[src/rtl/z80_bus_pkg.sv]
// Shared types for the Z80 bus-cycle sequencer: cycle kinds, T-states and
// small helpers that classify a cycle kind.
package z80_bus_pkg;

  localparam int AUTO_W = 3;

  typedef enum logic [2:0] {
    CYC_M1    = 3'd0,
    CYC_MEMRD = 3'd1,
    CYC_MEMWR = 3'd2,
    CYC_IORD  = 3'd3,
    CYC_IOWR  = 3'd4,
    CYC_INTA  = 3'd5
  } cycle_t;

  typedef enum logic [2:0] {
    TS_IDLE  = 3'd0,
    TS_T1    = 3'd1,
    TS_T2    = 3'd2,
    TS_TW    = 3'd3,
    TS_T3    = 3'd4,
    TS_T4    = 3'd5,
    TS_GRANT = 3'd6
  } tstate_t;

  // Codes 6 and 7 are spare and behave as a plain memory read.
  function automatic cycle_t decode_type(input logic [2:0] code);
    case (code)
      3'd0:    return CYC_M1;
      3'd2:    return CYC_MEMWR;
      3'd3:    return CYC_IORD;
      3'd4:    return CYC_IOWR;
      3'd5:    return CYC_INTA;
      default: return CYC_MEMRD;
    endcase
  endfunction

  function automatic logic has_rfsh(input cycle_t c);
    return (c == CYC_M1) || (c == CYC_INTA);
  endfunction

  function automatic logic is_read(input cycle_t c);
    return (c == CYC_M1) || (c == CYC_MEMRD) || (c == CYC_IORD) || (c == CYC_INTA);
  endfunction

endpackage

[src/rtl/z80_wait_gen.sv]
// Automatic wait-state counter: loaded at cycle accept, counts down once per
// TW entered, and merges with the external wait_n to decide whether to stay in TW.
module z80_wait_gen
  import z80_bus_pkg::*;
(
  input  logic              clk,
  input  logic              reset_n,
  input  logic              cen,
  input  logic              load,
  input  logic [AUTO_W-1:0] load_val,
  input  logic              in_window,
  input  logic              wait_n,
  output logic              stay_tw
);

  logic [AUTO_W-1:0] count;

  // wait_n only matters while the sequencer is in T2 or TW.
  assign stay_tw = in_window && ((count != '0) || !wait_n);

  always_ff @(posedge clk) begin
    if (!reset_n) begin
      count <= '0;
    end else if (cen) begin
      if (load) begin
        count <= load_val;
      end else if (stay_tw && (count != '0)) begin
        count <= count - 1'b1;
      end
    end
  end

endmodule

[src/rtl/z80_bus_seq.sv]
// Z80 bus-cycle sequencer: turns abstract cycle requests into T-state accurate
// bus strobes with auto waits, refresh, bus request/grant and cycle chaining.
module z80_bus_seq
  import z80_bus_pkg::*;
#(
  parameter int AW        = 16,
  parameter int DW        = 8,
  parameter int MEM_WAIT  = 0,
  parameter int IO_WAIT   = 1,
  parameter int INTA_WAIT = 2,
  parameter int T2_WRITE  = 1,
  parameter int RFSH_EN   = 1
) (
  input  logic          clk,
  input  logic          reset_n,
  input  logic          cen,
  input  logic          req,
  input  logic [2:0]    req_type,
  input  logic [AW-1:0] req_addr,
  input  logic [DW-1:0] req_wdata,
  input  logic [AW-1:0] rfsh_addr,
  input  logic [DW-1:0] di,
  output logic          ready,
  output logic          done,
  output logic [DW-1:0] rdata,
  input  logic          wait_n,
  input  logic          busrq_n,
  output logic          busak_n,
  output logic          bus_oe,
  output logic [AW-1:0] A,
  output logic [DW-1:0] dout,
  output logic          m1_n,
  output logic          mreq_n,
  output logic          iorq_n,
  output logic          rd_n,
  output logic          wr_n,
  output logic          rfsh_n,
  output logic [2:0]    tstate
);

  tstate_t state, state_nx;
  cycle_t  cyc, cyc_nx, req_cyc;
  logic    accept, finish, latch_rd, stay_tw, final_st;
  logic    m1_low, mreq_low, iorq_low, rd_low, wr_low, rfsh_low;
  logic    in_t1, in_t2, in_tw, in_t3, in_t4;

  function automatic logic [AUTO_W-1:0] auto_wait(input cycle_t c);
    case (c)
      CYC_IORD, CYC_IOWR: return AUTO_W'(IO_WAIT);
      CYC_INTA:           return AUTO_W'(INTA_WAIT);
      default:            return AUTO_W'(MEM_WAIT);
    endcase
  endfunction

  assign req_cyc  = decode_type(req_type);
  assign final_st = (state == TS_T4) || ((state == TS_T3) && !has_rfsh(cyc));
  assign tstate   = state;

  // Handshake: ready is high in IDLE or in the last T-state of a cycle while the
  // bus is not requested; a cycle is taken on a clk edge with req & ready & cen.
  assign ready = ((state == TS_IDLE) || final_st) && busrq_n;

  z80_wait_gen u_wait_gen (
    .clk       (clk),
    .reset_n   (reset_n),
    .cen       (cen),
    .load      (accept),
    .load_val  (auto_wait(req_cyc)),
    .in_window ((state == TS_T2) || (state == TS_TW)),
    .wait_n    (wait_n),
    .stay_tw   (stay_tw)
  );

  always_comb begin
    state_nx = state;
    cyc_nx   = cyc;
    accept   = 1'b0;
    finish   = 1'b0;
    latch_rd = 1'b0;
    case (state)
      TS_IDLE: begin
        if (!busrq_n) state_nx = TS_GRANT;
        else if (req) accept = 1'b1;
      end
      TS_T1: state_nx = TS_T2;
      TS_T2, TS_TW: begin
        state_nx = stay_tw ? TS_TW : TS_T3;
        latch_rd = !stay_tw && is_read(cyc);
      end
      TS_T3: begin
        if (has_rfsh(cyc)) state_nx = TS_T4;
        else finish = 1'b1;
      end
      TS_T4:    finish = 1'b1;
      TS_GRANT: if (busrq_n) state_nx = TS_IDLE;
      default:  state_nx = TS_IDLE;
    endcase
    // A pending bus request wins over a chained cycle at the end of a cycle.
    if (finish) begin
      if (!busrq_n) state_nx = TS_GRANT;
      else if (req) accept = 1'b1;
      else state_nx = TS_IDLE;
    end
    if (accept) begin
      state_nx = TS_T1;
      cyc_nx   = req_cyc;
    end
  end

  // Strobes come from the next state so each is stable for its whole T-state.
  always_comb begin
    m1_low   = 1'b0;
    mreq_low = 1'b0;
    iorq_low = 1'b0;
    rd_low   = 1'b0;
    wr_low   = 1'b0;
    rfsh_low = 1'b0;
    in_t1    = (state_nx == TS_T1);
    in_t2    = (state_nx == TS_T2);
    in_tw    = (state_nx == TS_TW);
    in_t3    = (state_nx == TS_T3);
    in_t4    = (state_nx == TS_T4);
    case (cyc_nx)
      CYC_M1: begin
        m1_low   = in_t1 || in_t2 || in_tw;
        mreq_low = in_t2 || in_tw || (in_t3 && (RFSH_EN != 0));
        rd_low   = in_t2 || in_tw;
        rfsh_low = in_t3 || in_t4;
      end
      CYC_MEMRD: begin
        mreq_low = in_t2 || in_tw || in_t3;
        rd_low   = in_t2 || in_tw || in_t3;
      end
      CYC_MEMWR: begin
        mreq_low = in_t2 || in_tw || in_t3;
        wr_low   = (in_t2 && (T2_WRITE != 0)) || in_tw || in_t3;
      end
      CYC_IORD: begin
        iorq_low = in_t2 || in_tw || in_t3;
        rd_low   = in_t2 || in_tw || in_t3;
      end
      CYC_IOWR: begin
        iorq_low = in_t2 || in_tw || in_t3;
        wr_low   = (in_t2 && (T2_WRITE != 0)) || in_tw || in_t3;
      end
      CYC_INTA: begin
        m1_low   = in_t1 || in_t2 || in_tw;
        iorq_low = in_tw;
        mreq_low = in_t3 && (RFSH_EN != 0);
        rfsh_low = in_t3 || in_t4;
      end
      default: ;
    endcase
  end

  always_ff @(posedge clk) begin
    if (!reset_n) begin
      state   <= TS_IDLE;
      cyc     <= CYC_M1;
      m1_n    <= 1'b1;
      mreq_n  <= 1'b1;
      iorq_n  <= 1'b1;
      rd_n    <= 1'b1;
      wr_n    <= 1'b1;
      rfsh_n  <= 1'b1;
      busak_n <= 1'b1;
      bus_oe  <= 1'b1;
      A       <= '0;
      dout    <= '0;
      rdata   <= '0;
      done    <= 1'b0;
    end else begin
      done <= cen && finish;
      if (cen) begin
        state   <= state_nx;
        cyc     <= cyc_nx;
        m1_n    <= !m1_low;
        mreq_n  <= !mreq_low;
        iorq_n  <= !iorq_low;
        rd_n    <= !rd_low;
        wr_n    <= !wr_low;
        rfsh_n  <= !rfsh_low;
        busak_n <= (state_nx != TS_GRANT);
        bus_oe  <= (state_nx != TS_GRANT);
        if (accept) begin
          A    <= req_addr;
          dout <= req_wdata;
        end else if ((state_nx == TS_T3) && has_rfsh(cyc)) begin
          A <= rfsh_addr;
        end
        if (latch_rd) rdata <= di;
      end
    end
  end

endmodule

[config.mk]
export PLATFORM = sky130hd
export DESIGN_NAME = z80_bus_seq
export DESIGN_NICKNAME = d
export VERILOG_FILES = /design/src/rtl/z80_bus_pkg.sv /design/src/rtl/z80_wait_gen.sv /design/src/rtl/z80_bus_seq.sv
export SDC_FILE = /design/constraint.sdc
export NUM_CORES = 1
export LEC_CHECK = 0
export CAP_MARGIN = 5
export CORE_ASPECT_RATIO = 1.75
export CORE_MARGIN = 2
export CORE_UTILIZATION = 45
export CTS_BUF_LIST = sky130_fd_sc_hd__clkbuf_8
export CTS_CLUSTER_SIZE = 10
export DETAILED_ROUTE_END_ITERATION = 8
export GPL_ROUTABILITY_DRIVEN = 1
export HOLD_SLACK_MARGIN = 0.03
export PLACE_DENSITY = 0.82
export SETUP_SLACK_MARGIN = 0.3
export SLEW_MARGIN = 20
export SYNTH_ARGS = -nofsm -noshare
export SYNTH_HDL_FRONTEND = slang
export SYNTH_SLANG_ARGS = --single-unit
export TNS_END_PERCENT = 5
[constraint.sdc]
create_clock -name clk -period 5.55 [get_ports clk]
set_input_delay 1.11 -clock clk [delete_from_list [all_inputs] [get_ports clk]]
set_output_delay 1.11 -clock clk [all_outputs]
set_load 0.1 [all_outputs]
-- Word-level counts from Yosys, hierarchy flattened
Index checks and enable logic that the tools add are counted.
- flip-flop bits (word level): 49
- input port bits: 57
- output and inout bits: 45
- logic and storage cells: 120
- $add $sub $neg: 1
- equal/unequal tests: 27
- muxes and demuxes: 31
- reductions and logical operators: 47
- operators by type and width (operator ; number):
    $eq 3x3->1 const B ; 12
    $mux 3 ; 11
    $mux 16 ; 2
    $eq 3x2->1 const B ; 10
    $pmux 3 s6 ; 1
    $pmux 3 s5 ; 1
    $logic_or 1x1->1 ; 13
    $eq 3x1->1 const B ; 4
    $logic_not 3->1 ; 4
    $reduce_or 2->1 ; 6
    $mux 1 ; 11
    $logic_not 1->1 ; 9
    $pmux 1 s2 ; 4
    $reduce_and 2->1 ; 4
    $logic_and 1x1->1 ; 7
    $pmux 2 s2 ; 1
    $reduce_bool 2->1 ; 2
    $ne 3x3->1 const B ; 1
    $reduce_bool 3->1 ; 1
    $reduce_or 3->1 ; 1
    $sub 3x1->3 const B ; 1

-- Logic depth before layout (Yosys ltp)
Gate-level depths: netlist (run 1).
- word-level depth: 14
- mapped depth: 9
- gate-level depth less buffers: 8

-- By module
From an unflattened synthesis (run 1), not the netlist that was laid out.
- cells, all modules: 308
- area, all modules: 2771.4 µm²
- by module, submodules not included (module ; times used ; cells an instance ; area each (µm²) ; seq. area each (µm²)):
    z80_bus_seq ; 1 ; 279 ; 2543.7 ; 920.9
    z80_wait_gen ; 1 ; 29 ; 227.7 ; 60.1

-- Worst setup path after synthesis (run 1)
OpenSTA, ideal clock, no wires.
- path kind: reg-to-output
- start point: register state[0] (netlist: tstate[0])
- end point: output port ready
- arrival: 4.686 ns
- required time: 4.440 ns
- setup slack: -0.246 ns
- cell stages (with the launch flop): 5
- buffers on the path: 1
- cell sequence: dfxtp_1 buf_2 nor3b_2 and2_1 nor4b_1
- cells in the longest elaborated chain, start to end: 5
- elaborated cells between the ends (all ways): 7
- those cells by class: 2 x eq/ne; 5 x reduce/logical
- RTL lines (what ; line ; RTL):
    from (decl) ; z80_bus_seq.sv:41 ; tstate_t state, state_nx;
    from (signal assigned) ; z80_bus_seq.sv:175 ; state <= state_nx;
    $eq 3x3->1 ; z80_bus_seq.sv:56 ; assign final_st = (state == TS_T4) || ((state == TS_T3) && !has_rfsh(cyc));
    $logic_and 1x1->1 ; z80_bus_seq.sv:56 ;
    $logic_or 1x1->1 ; z80_bus_seq.sv:56 ;
    $logic_or 1x1->1 * ; z80_bus_seq.sv:61 ; assign ready = ((state == TS_IDLE) || final_st) && busrq_n;
    $logic_and 1x1->1 * ; z80_bus_seq.sv:61 ;
    to (decl) ; z80_bus_seq.sv:23 ; output logic ready,
Mark *: on every way between the ends. The rest lies on a longest branch, timed or not.

-- Worst setup path after layout (run 1)
- start point: input port busrq_n
- end point: output port ready
- cells in the longest elaborated chain, start to end: 1
- RTL lines (what ; line ; RTL):
    from (decl) ; z80_bus_seq.sv:27 ; input logic busrq_n,
    $logic_and 1x1->1 ; z80_bus_seq.sv:61 ;
No other way between the ends.

==> results of run 1 <==
==> layout make-up <==
class                           instances  area (sq um)
Fill cell                             485          2028
Clock buffer                            6         82.58
Multi-Input combinational cell        214          1485
Clock inverter                          2         33.78
Timing Repair Buffer                  105          1041
Inverter                               10         37.54
Sequential cell                        49         980.9
Tap cell                               78         97.59
==> per-layer routing <==
| metal | global-route usage | vias to the layer above | wire length [um] |
|---|---|---|---|
| li1 | - | 1248 | - |
| met1 | 0.2483 | 1215 | 2792 |
| met2 | 0.4185 | 93 | 3826 |
| met3 | 0.04803 | 16 | 362 |
| met4 | 0.1048 | 0 | 241 |
| met5 | 0 | - | 0 |
==> kinds of logic after synthesis <==
| group | after synthesis |
|---|---|
| xor gates and xnor gates | 3 |
| buffers and inverters | 36 |
| DFF | 49 |
| AOI/OAI and AO/OA | 76 |
| and+or+nand+nor | 111 |
| muxes | 21 |
| adders and majority gates | 3 |
==> worst reg2reg max path: stages (launching register included) <==
cell	delay [ps]
dfxtp_1	590
nor3b_2	100
nand2_1	210
buf_4	260
nand2_1	500
a21oi_4	700
a311oi_2	200
==> worst paths after layout <==
path,endpoint,slack (ps)
max,ready,1290
max reg2reg,A[7]$_SDFFE_PN0P_,2840
min,iorq_n$_SDFFE_PN1P_,480
min reg2reg,iorq_n$_SDFFE_PN1P_,480
==> layout by cell type (no fill, tap or decap), types with 3 or more instances in the layout <==
cell type,instances
a211oi_1,3
a21oi_1,15
a21oi_2,10
a311oi_1,6
a311oi_2,10
buf_4,4
clkbuf_8,6
clkdlybuf4s50_1,101
dfxtp_1,49
inv_1,10
mux2i_1,21
nand2_1,27
nand3_1,19
nor2_1,31
nor2b_1,4
nor3_1,8
o21ai_0,10
or3_1,3
==> sequential cells by signal (all words and copies together) (netlist names), 3 cells and up <==
signal	count
tstate	3
cyc	3
dout	8
A	16
u_wait_gen.count	3
rdata	8
==> power by group <==
| part | switching, mW | leakage, nW | internal [mW] | total (mW) |
|---|---|---|---|---|
| logic | 0.250 | 0.915 | 0.124 | 0.374 |
| clock network | 0.119 | 0.0626 | 0.145 | 0.264 |
| registers | 0.0189 | 0.399 | 0.372 | 0.391 |
| total | 0.388 | 1.38 | 0.641 | 1.03 |
==> impl_metrics.toml, run 1 <==
[status]
status = "complete, no violations"

[worst_setup_path]
required_ps = 4440
critPathMaxFanout = 7
crit_top_cell = "clkdlybuf4s50_1"
critPathTopFamily = "buffers and inverters"
cpPeakStageDelay_ps = 1180
worstPathCellList = "clkdlybuf4s50_1 -> nor4b_2 -> clkdlybuf4s50_1"
crit_cells = 3
r2r-start = "cyc[1]$_SDFFE_PN0P_"
critPathCaptureType = "primary output"
ff2ff_path_depth = 6
startpoint_type = "primary input"
critPathBufInv = 2
cp.arrival_ps = 3150
critPathSlowestCell = "clkdlybuf4s50_1"
crit_type = "primary input to primary output"
cp-startpoint = "busrq_n"

[synthesis]
async_flop_share = 0
ys.warnings.count = 0
synth_edf_count = 0
netlist_instances = 299
synthMuxAreaShare = 0.07876
syn-num-nets = 358
synth_most_common_cell = "dfxtp_1"
yosys_most_used_dff = "dfxtp_1"
synth-seq-area-share = 0.3676
yosys.area.top_type = "dfxtp_1"
syn_area_sq_um = 2669
yosys.area_share.simple = 0.2100
synth_xor_area_frac = 0.009845
synth_top_family_by_area = "compound AO/OA/AOI/OAI gates"
synth_seq_cells = 49
synth_compound_area_frac = 0.2419
synth_area_per_cell_sq_um = 8.926
post_synth_num_cell_types = 60
yosysTopAreaCellShare = 0.3676
synthTopCellsByArea = "dfxtp_1, mux2i_1, a311oi_2, nor2_1, nand2_1"
synth_fa_ha_area_frac = 0.01360
synth_common_cells = "dfxtp_1, nor2_1, nand2_1"

[timing]
fin_setup_tns_ps = 0
fin_ws_ps = 1294
slew_viol_final = 0
setup_viol = 0
final_hold_viol_count = 0
skew_ps = 12.61
hold_slack_ps = 480.1
rsz0062_at_grt = "no"
relSlewSlack = 0.3296
post-route-period-util = 0.7669
max_freq_mhz = 235.0
min_period_ps = 4256
worstMarginPinSlew_ps = 1002

[final_layout]
nets = 444
antenna_cells = 0
post-route-util = 0.6495
synthToLayoutAreaGrowth_pct = 40.83
final_cells = 464
finalInstanceArea_sq_um = 3759
drive_above_1_share = 0.1192

[floorplanning]
die_w_um = 62.22
die_y_um = 105.9
ioPinCount = 102
core_area_sq_um = 5787
num_rows = 37
die_area_sq_um = 6587
start_util = 0.4612

[clock_tree]
clock-sinks = 49
cts_max_level = 2
cts_tree = "done"
numCtsBuffers = 5
cts_resized = 0
root_buffer = "clkbuf_8"
cts_setup_buffers = 0
cts_buffer_depth = 2
clock_latency_ps = 310
clk_pin_slew_ps = 80
hold_buffers = 0

[routing]
drt_pass1_iterations = 4
drt_iter0_markers = 175
finalWirelength_um = 7223
routed_via_density = 5.543
ant_nets = 0
routedWlPerCell_um = 15.57
post-route-drc-count = 0
vias = 2572

[global_routing]
overflow = 0
grt_first_pass_wirelength_um = 12000
grt_pass1_vias = 2464
grt_start_max_net_pins = 27
grtUsageTotal = 0.2284
antenna_found_initial = 0

[placement]
place_congestion = 0.8473
portBuffers = 101
dp_hpwl_um = 5354
placedCellCount = 456
placed_area_sq_um = 3642
dp_slack_ps = 1287

[power]
leakage_nw = 1.377
powerDensity_nw_per_um2 = 273.7
p_total_mw = 1.029
ir_drop_mv = 0.1691

[worst_hold_path]
hold_depth = 2
worstHoldStart = "iorq_n$_SDFFE_PN1P_"
hold_class = "register to register"

[flow_run]
cap_violations = 0
Note: power is estimated with default switching activity, not from simulation.
==> inputs of run 2 (changes only) <==
--- a/config.mk
+++ b/config.mk
@@ -8,13 +8,13 @@
 export CAP_MARGIN = 5
 export CORE_ASPECT_RATIO = 1.75
 export CORE_MARGIN = 2
-export CORE_UTILIZATION = 45
+export CORE_UTILIZATION = 41
 export CTS_BUF_LIST = sky130_fd_sc_hd__clkbuf_8
 export CTS_CLUSTER_SIZE = 10
 export DETAILED_ROUTE_END_ITERATION = 8
 export GPL_ROUTABILITY_DRIVEN = 1
 export HOLD_SLACK_MARGIN = 0.03
-export PLACE_DENSITY = 0.82
+export PLACE_DENSITY = 0.78
 export SETUP_SLACK_MARGIN = 0.3
 export SLEW_MARGIN = 20
 export SYNTH_ARGS = -nofsm -noshare
==> constraint.sdc (replaced) <==
create_clock -name clk -period 3.4 [get_ports clk]
set_input_delay 0.68 -clock clk [delete_from_list [all_inputs] [get_ports clk]]
set_output_delay 0.68 -clock clk [all_outputs]
set_load 0.1 [all_outputs]
==> impl_metrics.toml, run 2 (synthesis results as in run 1) <==
[status]
status = "complete, no violations"

[flow_run]
cap_violations = 0

[global_routing]
grt_pass1_vias = 2634
overflow = 0
grt_start_max_net_pins = 22
grtUsageTotal = 0.2075
grt_first_pass_wirelength_um = 11870
antenna_found_initial = 0

[floorplanning]
num_rows = 38
die_y_um = 110.7
core_area_sq_um = 6228
die_area_sq_um = 7196
ioPinCount = 102
start_util = 0.4285
die_w_um = 64.99

[power]
internal-power_mw = 0.9727
combinationalPowerShare = 0.381
ir_drop_mv = 0.2607
swShare = 0.3951
power.switching_mw = 0.6352
leakage_nw = 1.393
pwr-share-clk = 0.222
powerDensity_nw_per_um2 = 429.5
p_seq_frac = 0.398

[timing]
worstMarginPinSlew_ps = 988.2
slew_viol_final = 0
rsz0062_at_grt = "no"
min_period_ps = 2598
post-route-period-util = 0.7641
skew_ps = 8.793
setup_viol = 0
fin_setup_tns_ps = 0
final_hold_viol_count = 0
relSlewSlack = 0.3391
max_freq_mhz = 384.9

[worst_hold_path]
hold_depth = 2
hold_class = "register to register"

[worst_setup_path]
critPathMaxFanout = 16
cp-startpoint = "busrq_n"
cp.arrival_ps = 2820
critPathTopFamily = "compound AO/OA/AOI/OAI gates"
required_ps = 3620
worstPathCellList = "clkdlybuf4s50_1 -> nand2_2 -> or3_1 -> o21ai_4 -> a21oi_1 -> a311oi_1"
crit_cells = 6
r2r_end = "A[0]$_SDFFE_PN0P_"
cpPeakStageDelay_ps = 600
crit_end = "A[4]$_SDFFE_PN0P_"
r2r-start = "cyc[1]$_SDFFE_PN0P_"
reg2reg_setup_slack_ps = 870
critPathSlowestCell = "clkdlybuf4s50_1"
critPathCaptureType = "register"
critPathBufInv = 1
ff2ff_path_depth = 5
startpoint_type = "primary input"
crit_type = "primary input to register"

[final_layout]
synthToLayoutAreaGrowth_pct = 40.27
antenna_cells = 0
layout_commonest_cell = "clkdlybuf4s50_1"
final_cell_mix = "clkdlybuf4s50_1, dfxtp_1, nor2_1"
top_regs = "A x16, dout x8, rdata x8"
drive_above_1_share = 0.1701
finalInstanceArea_sq_um = 3744
largest_reg_flops = 16
nets = 447
regMostFlops = "A"

[clock_tree]
cts_setup_buffers = 0
clk_pin_slew_ps = 90
cts_resized = 0
cts_tree = "done"
cts_buffer_depth = 2
clock-sinks = 49
numCtsBuffers = 5
cts_max_level = 2
hold_buffers = 0
clock_latency_ps = 310
root_buffer = "clkbuf_8"

[routing]
vias = 2559
post-route-drc-count = 0
drt_iter0_markers = 157
routed_via_density = 5.468
finalWirelength_um = 7183
ant_nets = 0
routedWlPerCell_um = 15.35
drt_pass1_iterations = 4

[placement]
place_congestion = 0.9074
portBuffers = 101
dp_hpwl_um = 5503
placed_area_sq_um = 3654
## run 2: cell count changes in the layout (fill, tap and decap cells not counted), sizes merged
| cell | change |
|---|---|
| buf | +18 |
| bufinv | -1 |
| clkdlybuf4s50 | -15 |
| clkinvlp | +1 |
| inv | -1 |
## run 2: layer usage
metal  share of wire  global-route usage  up-vias
met5               0                   0        -
met2            0.52              0.3725      106
li1                -                   -     1252
met4           0.046              0.1206        0
met1            0.37              0.2173     1177
met3           0.055             0.03756       24
## run 2: power by group through the flow
stage	Combinational (mW)	Sequential, mW	Clock [mW]
final	0.612	0.640	0.356
after global routing	0.646	0.645	0.387
after CTS	0.614	0.640	0.365
after detailed placement	0.613	0.653	0
after global placement	0.607	0.652	0
after floorplan	0.246	0.857	0
## run 2: how the worst min path moves through the flow
stage                                startpoint                          endpoint  slack [ps]
6_report       u_wait_gen.count[2]$_SDFFE_PN0P_  u_wait_gen.count[2]$_SDFFE_PN0P_         490
5_1_grt                     rfsh_n$_SDFFE_PN1P_               rfsh_n$_SDFFE_PN1P_         520
4_1_cts        u_wait_gen.count[2]$_SDFFE_PN0P_  u_wait_gen.count[2]$_SDFFE_PN0P_         490
3_5_place_dp   u_wait_gen.count[2]$_SDFFE_PN0P_  u_wait_gen.count[2]$_SDFFE_PN0P_         480
3_3_place_gp   u_wait_gen.count[2]$_SDFFE_PN0P_  u_wait_gen.count[2]$_SDFFE_PN0P_         460
2_1_floorplan  u_wait_gen.count[2]$_SDFFE_PN0P_  u_wait_gen.count[2]$_SDFFE_PN0P_         450
## run 2: tightest hold or removal path: cells and delay by family (launching register included)
| family | cells | cell delay, ps |
|---|---|---|
| compound gates | 2 | 130 |
| flops | 1 | 320 |
## run 2: final cells by class
type	count	area (sq um)
repair buffers	108	1039
fillers	550	2485
inverters	10	37.54
well taps	80	100.1
multi-input cells	214	1494
clock inverters	1	7.507
flip-flops and latches	49	983.4
clock buffers	6	82.58
## run 2: stage by stage
step	instances	total power, mW	setup WS [ps]	utilization	hold slack (ps)
finish	468	1.608	801.9	0.6010	488.3
global route	468	1.678	644.3	0.6010	522.3
global placement	461	1.259	569.9	0.5866	457.1
CTS	468	1.619	816.6	0.6010	489.2
detailed placement	461	1.266	495.9	0.5866	476.5
floorplan	299	1.103	377.3	-	449.6
==> inputs of run 3 (changes only) <==
--- a/config.mk
+++ b/config.mk
@@ -8,13 +8,13 @@
 export CAP_MARGIN = 5
 export CORE_ASPECT_RATIO = 1.75
 export CORE_MARGIN = 2
-export CORE_UTILIZATION = 41
+export CORE_UTILIZATION = 45
 export CTS_BUF_LIST = sky130_fd_sc_hd__clkbuf_8
 export CTS_CLUSTER_SIZE = 10
 export DETAILED_ROUTE_END_ITERATION = 8
 export GPL_ROUTABILITY_DRIVEN = 1
 export HOLD_SLACK_MARGIN = 0.03
-export PLACE_DENSITY = 0.78
+export PLACE_DENSITY = 0.82
 export SETUP_SLACK_MARGIN = 0.3
 export SLEW_MARGIN = 20
 export SYNTH_ARGS = -nofsm -noshare
==> constraint.sdc (replaced) <==
create_clock -name clk -period 2.7 [get_ports clk]
set_input_delay 0.54 -clock clk [delete_from_list [all_inputs] [get_ports clk]]
set_output_delay 0.54 -clock clk [all_outputs]
set_load 0.1 [all_outputs]
==> impl_metrics.toml, run 3 (synthesis results as in run 1) <==
[timing]
post-route-period-util = 0.8321
setup_viol = 0
final_hold_viol_count = 0
worstMarginPinSlew_ps = 531.7
fin_setup_tns_ps = 0
fin_ws_ps = 453.4
rsz0062_at_grt = "no"
slew_viol_final = 0
skew_ps = 7.412
min_period_ps = 2247
relSlewSlack = 0.6444
max_freq_mhz = 445.1

[floorplanning]
die_y_um = 105.9
core_area_sq_um = 5787
num_rows = 37
die_w_um = 62.22
ioPinCount = 102
start_util = 0.4612
die_area_sq_um = 6587

[clock_tree]
numCtsBuffers = 5
root_buffer = "clkbuf_8"
clock-sinks = 49
cts_resized = 0
clk_pin_slew_ps = 90
cts_max_level = 2
cts_buffer_depth = 2
cts_setup_buffers = 0
hold_buffers = 0
cts_tree = "done"
clock_latency_ps = 310

[routing]
ant_nets = 0
finalWirelength_um = 7308
post-route-drc-count = 0
drt_pass1_iterations = 4
routedWlPerCell_um = 15.45
drt_iter0_markers = 186
vias = 2597
routed_via_density = 5.490

[final_layout]
synthToLayoutAreaGrowth_pct = 41.54
antenna_cells = 0
largest_reg_flops = 16
drive_above_1_share = 0.2684
final_cell_mix = "clkdlybuf4s50_1, buf_4, dfxtp_1"
top_regs = "A x16, dout x8, rdata x8"
nets = 453
regMostFlops = "A"

[global_routing]
grt_pass1_vias = 2758
antenna_found_initial = 0
grt_first_pass_wirelength_um = 12210
overflow = 0
grt_start_max_net_pins = 31
grtUsageTotal = 0.2237

[worst_setup_path]
cp-startpoint = "cyc[2]$_SDFFE_PN0P_"
critPathCaptureType = "primary output"
crit_type = "register to primary output"
critPathMaxFanout = 8
r2r-start = "u_wait_gen.count[0]$_SDFFE_PN0P_"
required_ps = 2160
startpoint_type = "register"
cp.arrival_ps = 1710

[placement]
dp_hpwl_um = 5630
portBuffers = 101
place_congestion = 0.9303
dp_slack_ps = 233.2

[power]
leakage_nw = 1.512
powerDensity_nw_per_um2 = 586.8
ir_drop_mv = 0.4927

[flow_run]
cap_violations = 0

[status]
status = "complete, no violations"

[worst_hold_path]
hold_class = "register to register"
worstHoldStart = "iorq_n$_SDFFE_PN1P_"
[run 3: cell count changes in the layout (fill, tap and decap cells not counted), sizes merged]
cell / delta
clkinvlp: -1
buf: +36
clkinv: +1
clkdlybuf4s50: -30
bufinv: +2
clkbuf: -1
[run 3: per-layer routing]
layer | global-route usage | vias to the layer above | wire length [um]
li1 | - | 1267 | -
met1 | 0.2395 | 1201 | 2843
met2 | 0.4193 | 109 | 3847
met5 | 0 | - | 0
met4 | 0.1016 | 0 | 229
met3 | 0.04055 | 20 | 388
[run 3: final cells by class]
cell class	count	area (sq um)
clock buffers	5	68.82
multi-input cells	214	1496
well taps	78	97.59
flip-flops and latches	49	991.0
fillers	489	2009
repair buffers	114	1021
inverters	10	37.54
clock inverters	3	65.06
[run 3: path summary, 6_finish.rpt]
| path | slack [ps] | cells past startpoint | end |
|---|---|---|---|
| hold reg to reg | 490 | 2 | iorq_n$_SDFFE_PN1P_ |
| setup reg to reg | 580 | 9 | A[1]$_SDFFE_PN0P_ |
| hold / removal | 490 | 2 | iorq_n$_SDFFE_PN1P_ |
| setup / recovery | 450 | 4 | ready |
[run 3: where the power goes]
group          switching, mW  internal [mW]
registers             0.0412          0.765
logic                  0.519          0.264
clock network          0.259          0.368
total                  0.820           1.40
[run 3: through the flow]
step | hold WS (ps) | power (mW) | util | std cells | instance area (sq um)
floorplan | 449.6 | 1.392 | - | 299 | 2701
global placement | 454.9 | 1.594 | 0.6294 | 465 | 3642
finish | 486.2 | 2.217 | 0.6528 | 473 | 3777
global route | 530.0 | 2.301 | 0.6528 | 473 | 3777
detailed placement | 465.7 | 1.605 | 0.6294 | 465 | 3642
CTS | 487.0 | 2.221 | 0.6525 | 473 | 3776
[run 3: critical path, cell delays in order, from the launching register on]
cell	delay, ps
dfxtp_1	520
xnor2_1	150
and2_4	190
nor4b_4	320
buf_12	210
